<file path="config.mk">
export PLATFORM = sky130hd
export DESIGN_NAME = config_shadow_store
export DESIGN_NICKNAME = d
export VERILOG_FILES = /design/src/rtl/config_shadow_store.sv
export SDC_FILE = /design/constraint.sdc
export NUM_CORES = 1
export LEC_CHECK = 0
export CORE_MARGIN = 2
export CORE_UTILIZATION = 60
export CTS_BUF_LIST = sky130_fd_sc_hd__clkbuf_4 sky130_fd_sc_hd__clkbuf_8
export CTS_CLUSTER_SIZE = 8
export DETAILED_ROUTE_END_ITERATION = 12
export HOLD_SLACK_MARGIN = 0.1
export PLACE_DENSITY_LB_ADDON = 0.3
export REMOVE_ABC_BUFFERS = 1
export SLEW_MARGIN = 5
export SYNTH_ARGS = -nofsm -noshare
export SYNTH_HDL_FRONTEND = slang
export SYNTH_SLANG_ARGS = --single-unit
</file>
<file path="constraint.sdc">
create_clock -name clk -period 2.5 [get_ports clk]
set_input_delay 0.375 -clock clk [delete_from_list [all_inputs] [get_ports clk]]
set_output_delay 0.375 -clock clk [all_outputs]
set_load 0.1 [all_outputs]
</file>
<file path="src/rtl/config_shadow_store.sv">
// config_shadow_store: double-buffered serial configuration store; frames shift into a shadow
// register and move to the active outputs on a length-checked commit. Optional macro: CONFIG_PARITY_EN.
`default_nettype none

module config_shadow_store #(
  parameter int                           ClockConfigWidth   = 4,
  parameter int                           NumCoeffs          = 4,
  parameter int                           CoeffWidth         = 8,
  parameter logic [ClockConfigWidth-1:0]  DefaultClockConfig = 4'hf,
  parameter logic                         DefaultSymCoeffs   = 1'b1,
  parameter logic [CoeffWidth-1:0]        DefaultCoeff       = '0
) (
  input  logic                             clk,
  input  logic                             resetN,
  input  logic                             serialEn,
  input  logic                             serialIn,
  output logic                             serialOut,
  input  logic                             commit,
  output logic [ClockConfigWidth-1:0]      clockConfig,
  output logic                             symCoeffs,
  output logic [NumCoeffs*CoeffWidth-1:0]  coeffs,
  output logic                             updated,
  output logic                             frameError
);

  localparam int CoeffBits  = NumCoeffs * CoeffWidth;
  localparam int FieldBits  = ClockConfigWidth + 1 + CoeffBits;
`ifdef CONFIG_PARITY_EN
  localparam int ParityBits = 1;
`else
  localparam int ParityBits = 0;
`endif
  localparam int FrameSize  = FieldBits + ParityBits;
  localparam int CountWidth = $clog2(FrameSize + 2);

  localparam logic [CountWidth-1:0] c_COUNT_FULL = CountWidth'(FrameSize);
  localparam logic [CountWidth-1:0] c_COUNT_OVF  = CountWidth'(FrameSize + 1);
  localparam logic [FieldBits-1:0]  c_DEF_FIELDS =
    {DefaultSymCoeffs, {NumCoeffs{DefaultCoeff}}, DefaultClockConfig};

  // The reset frame carries a matching parity bit so an untouched shadow is a valid frame.
`ifdef CONFIG_PARITY_EN
  localparam logic [FrameSize-1:0] c_DEF_FRAME = {c_DEF_FIELDS, ^c_DEF_FIELDS};
`else
  localparam logic [FrameSize-1:0] c_DEF_FRAME = c_DEF_FIELDS;
`endif

  logic [FrameSize-1:0]        r_shadow;
  logic [CountWidth-1:0]       r_bitCount;
  logic [ClockConfigWidth-1:0] r_clockConfig;
  logic                        r_symCoeffs;
  logic [CoeffBits-1:0]        r_coeffs;
  logic                        r_updated;
  logic                        r_frameError;
  logic                        w_parityOk;
  logic                        w_accept;

`ifdef CONFIG_PARITY_EN
  assign w_parityOk = ~(^r_shadow);
`else
  assign w_parityOk = 1'b1;
`endif

  assign w_accept = commit && !serialEn && (r_bitCount == c_COUNT_FULL) && w_parityOk;

  always_ff @(posedge clk) begin
    if (!resetN) begin
      r_shadow      <= c_DEF_FRAME;
      r_bitCount    <= '0;
      r_clockConfig <= DefaultClockConfig;
      r_symCoeffs   <= DefaultSymCoeffs;
      r_coeffs      <= {NumCoeffs{DefaultCoeff}};
      r_updated     <= 1'b0;
      r_frameError  <= 1'b0;
    end else begin
      r_updated <= 1'b0;
      if (serialEn) begin
        r_shadow <= {r_shadow[FrameSize-2:0], serialIn};
        if (r_bitCount != c_COUNT_OVF) begin
          r_bitCount <= r_bitCount + 1'b1;
        end
      end else if (commit) begin
        r_bitCount <= '0;
      end
      // A commit overlapping a shift is always rejected; the shift itself still happens.
      if (commit) begin
        if (w_accept) begin
          r_symCoeffs   <= r_shadow[FrameSize-1];
          r_coeffs      <= r_shadow[ParityBits+ClockConfigWidth +: CoeffBits];
          r_clockConfig <= r_shadow[ParityBits +: ClockConfigWidth];
          r_updated     <= 1'b1;
          r_frameError  <= 1'b0;
        end else begin
          r_frameError  <= 1'b1;
        end
      end
    end
  end

  assign serialOut   = r_shadow[FrameSize-1];
  assign clockConfig = r_clockConfig;
  assign symCoeffs   = r_symCoeffs;
  assign coeffs      = r_coeffs;
  assign updated     = r_updated;
  assign frameError  = r_frameError;

endmodule

`default_nettype wire

</file>
# Word-level counts from Yosys, hierarchy flattened
# Index checks and enable logic that the tools add are counted.
[totals]
regBits = 82
in_bits = 5
out_inout_bits = 40
elab_cells = 23
[op_classes]
n_reduce_logical = 7
n_eq_ne = 3
mux = 5
add_sub_neg = 1
[ops]
columns = ["op", "n"]
rows = [
  ["$mux W6", 3],
  ["$add A6 B1 Y6 const B", 1],
  ["$eq A6 B6 Y1 const B", 1],
  ["$ne A6 B6 Y1 const B", 1],
  ["$reduce_and A2 Y1", 3],
  ["$logic_and A1 B1 Y1", 2],
  ["$mux W1", 2],
  ["$ne A2 B1 Y1 const B", 1],
  ["$reduce_bool A2 Y1", 1],
  ["$logic_not A1 Y1", 1],
]

# Logic depth before layout (Yosys ltp)
[logic_depth]
word_depth = 4
mapped_depth = 7
depth_no_buf = 5

# Least setup slack after synthesis
# OpenSTA, ideal clock, no wires.
[synth_timing]
kind = "input-to-reg"
start = "input port serialEn"
end = "register r_shadow[36]"
required_ns = 2.371
arrival_ns = 1.273
cell_stages = 5
setup_slack_ns = 1.098
path_buffers = 3
setup_ns = 0.129
path_cell_list = "buf_2 -> buf_2 -> buf_2 -> mux2i_1 -> nand2_1"
[synth_rtl]
columns = ["element", "line_no", "text"]
rows = [
  ["from (decl)", "15", "input logic serialEn,"],
  ["to (signal assigned)", "68", "r_shadow <= c_DEF_FRAME;"],
  ["to (signal assigned)", "78", "r_shadow <= {r_shadow[FrameSize-2:0], serialIn};"],
  ["to (decl)", "48", "logic [FrameSize-1:0] r_shadow;"],
]

# Worst setup path in the final report
[layout_timing]
start = "input port commit"
end = "register r_coeffs[6], in the netlist coeffs[6]"
[layout_between]
elab_chain_len = 3
[layout_rtl]
columns = ["element", "line_no", "text"]
rows = [
  ["from (decl)", "18", "input logic commit,"],
  ["$logic_and A1 B1 Y1 (2 in series)", "64", "assign w_accept = commit && !serialEn && (r_bitCount == c_COUNT_FULL) && w_parityOk;"],
  ["$reduce_and A2 Y1 (no source line) (*)", "n/a", ""],
  ["to (signal assigned)", "72", "r_coeffs <= {NumCoeffs{DefaultCoeff}};"],
  ["to (signal assigned)", "89", "r_coeffs <= r_shadow[ParityBits+ClockConfigWidth +: CoeffBits];"],
  ["to (decl)", "52", "logic [CoeffBits-1:0] r_coeffs;"],
]
# Mark *: on every way between the ends. The rest lies on a longest branch, timed or not.
# A chain may end at the register's enable or synchronous reset.

==> metrics.yaml <==
sta:
  drv_slew: 0
  final.min_clock_period_ns: 1.62
  rsz0062_at_grt: "false"
  finClkSkew_ns: 0.00407
  finalHoldViolCount: 0
  timing.fmax_mhz: 619
  setup_violations: 0
  fin_ws_ns: 0.883
  relSlewSlack: 0.548
  setup_tns_ns: 0
  min_period_over_period: 0.647
  tightest_slew_ns: 0.678
floorplanning:
  fp.dieW_um: 76.5
  design.core.area_mm2: 0.00511
  die_h_um: 76.5
  die_area_mm2: 0.00586
  start_util: 0.618
  rows: 26
  io_pins: 45
critical_path:
  r2r_end: "coeffs[6]"
  crit_required_ns: 2.76
  critPathCaptureType: "register"
  worstRegToRegCells: 4
  worstPathArrival_ns: 1.88
  cp-start-kind: "input pin"
  crit_fanout: 39
  critical_path_class: "in2reg"
  r2r-start: "r_bitCount[2]"
  r2r_slack_ns: 0.94
global_routing:
  grtUsageTotal: 0.190
  grt_pass1_vias: 2104
  gr-total-overflow: 0
  grt_max_degree: 45
  grt_first_pass_wirelength_um: 9000
  antenna_found_initial: 0
yosys:
  muxShareOfSynthArea: 0.124
  synth_seq_cells: 82
  synth_compound_area_frac: 0.0916
  synthAdderAreaFrac: 0.0119
  synth_cell_types: 28
  syn_inst: 329
  synthXorXnorAreaFrac: 0.00833
  synth_top_family_by_area: "simple AND/OR/NAND/NOR gates"
  syn_area_mm2: 0.00316
  yosys.area_share.simple: 0.207
  synth_seq_area_share: 0.520
  avgSynthCellArea_um2: 9.59
  yosysWarnings: 0
clock_tree:
  cts_made_buffers: 9
  cts_resized: 0
  cts_num_sinks: 82
  cts_tree: "built"
  clkLatencyLatePin_ns: 0.34
  cts_root_buffer: "clkbuf_8"
  post_cts.repair.setup_buffers: 0
  clk_pin_slew_ns: 0.07
  cts.path.max_buffers: 2
  htree_levels: 3
  cts-hold-fix-buffers: 0
finish:
  layout.cells.non_filler: 439
  diodes: 0
  drive_gt1_frac: 0.176
  synthToLayoutAreaGrowth_pct: 16.3
  final_cell_area_mm2: 0.00367
  final_nets: 374
routing:
  drc_errors: 0
  wirelength_um: 5260
  detail-route-antenna-nets: 0
  drt_first_pass_iters: 4
  via_per_inst: 5.12
  drtIter0Drc: 62
  routedWlPerCell_um: 12.0
  via_count: 2247
placement:
  port_buffers: 44
  dpl-instance-area_mm2: 0.00350
  post-dp-hpwl_um: 3280
  gp_congestion: 0.756
  dp_slack_ns: 0.537
  dp.cells: 425
hold_path:
  holdPathEnd: "r_shadow[28]"
  hp-start: "serialEn"
  whs_path_depth: 3
  min_path_type: "in2reg"
pwr:
  p_leak_nw: 1.49
  ir_drop_uv: 396
  powerDensity_mw_per_mm2: 618
flow_run:
  cap_viol_max_count: 0
status:
  status: "complete, no violations"
==> kinds of logic (layout without fill, tap and decap cells) <==
group	Yosys count	in the layout
AOI/OAI and AO/OA	39	39
xor gates and xnor gates	3	3
adders and majority gates	3	3
buffers and inverters	24	64
DFF	82	82
muxes	39	39
and+or+nand+nor	139	139
==> registers in the layout, summed over array words and instances, names as in the netlist <==
register	count
r_bitCount	6
symCoeffs	1
frameError	1
r_shadow	37
updated	1
clockConfig	4
coeffs	32
==> synth_stat cells <==
cell type / instances / area (um^2)
nand2_1: 84 / 315
dfxtp_1: 82 / 1640
mux2i_1: 39 / 390
nor2b_1: 34 / 213
a21boi_1: 23 / 173
buf_2: 10 / 50.1
a21boi_0: 9 / 67.6
clkbuf_1: 9 / 33.8
nand3_1: 9 / 45.0
nor2_1: 4 / 15.0
and2_1: 3 / 18.8
ha_1: 3 / 37.5
inv_1: 3 / 11.3
buf_6: 2 / 22.5
xnor2_1: 2 / 17.5
a211oi_1: 1 / 7.51
a21oi_1: 1 / 5.00
a21oi_2: 1 / 8.76
a22oi_1: 1 / 7.51
a31o_2: 1 / 8.76
and3_4: 1 / 11.3
and4bb_2: 1 / 12.5
nand2b_1: 1 / 6.26
nand3_2: 1 / 10.0
o21ai_0: 1 / 5.00
o22ai_1: 1 / 6.26
or2_2: 1 / 6.26
xor2_1: 1 / 8.76
==> worst max path at each step <==
| stage | from | to | slack (ns) | cells past startpoint |
|---|---|---|---|---|
| final | commit | coeffs[6] | 0.88 | 5 |
| after global routing | commit | coeffs[6] | 0.77 | 5 |
| after CTS | commit | coeffs[6] | 0.88 | 5 |
| after detailed placement | commit | coeffs[6] | 0.54 | 5 |
| after global placement | commit | coeffs[0] | 0.60 | 5 |
| after floorplan | r_bitCount[4] | clockConfig[0] | 1.06 | 4 |
==> cells in the final DEF, fill, tap and decap left out, drive strengths merged <==
cell type,n
a31o,1
and2,3
a22oi,1
and4bb,1
o22ai,1
clkdlybuf4s50,2
nand3,10
mux2i,39
nor2,4
nand2,84
a211oi,1
a21boi,32
or2,1
nor2b,34
xnor2,2
o21ai,1
a21oi,2
inv,3
buf,45
xor2,1
dfxtp,82
nand2b,1
clkbuf,14
and3,1
ha,3
==> through the flow <==
step | total power, mW | utilization | hold slack [ns]
4_1_cts | 2.30 | 0.719 | 0.427
3_3_place_gp | 1.47 | 0.686 | 0.444
2_1_floorplan | 1.42 | - | 0.437
6_report | 2.27 | 0.719 | 0.431
5_1_grt | 2.35 | 0.719 | 0.432
3_5_place_dp | 1.47 | 0.686 | 0.446
==> layout make-up <==
type                    instances  area (um^2)
clock buffers                  14          168
fillers                       419         1440
flip-flops and latches         82         1640
inverters                       3         11.3
multi-input cells             223         1400
repair buffers                 47          365
well taps                      70         87.6
==> critical path, cell delays in order <==
cell,delay [ns]
clkdlybuf4s50_1,0.51
nor2b_1,0.22
and3_4,0.49
nand2_1,0.09
a21boi_0,0.18
==> metal layers <==
| metal | global-route usage | vias up | wire [um] |
|---|---|---|---|
| met1 | 0.229 | 1052 | 2590 |
| met4 | 0.0982 | 0 | 110 |
| met5 | 0 | - | 0 |
| met3 | 0.0391 | 11 | 186 |
| li1 | - | 1146 | - |
| met2 | 0.319 | 38 | 2370 |
==> where the power goes <==
group	switching [mW]	internal (mW)	leakage [nW]	total (mW)
registers	0.00874	1.32	0.662	1.32
clock network	0.412	0.423	0.0903	0.834
logic	0.0632	0.0483	0.734	0.111
total	0.484	1.79	1.49	2.27
Note: power is estimated with default switching activity, not from simulation.
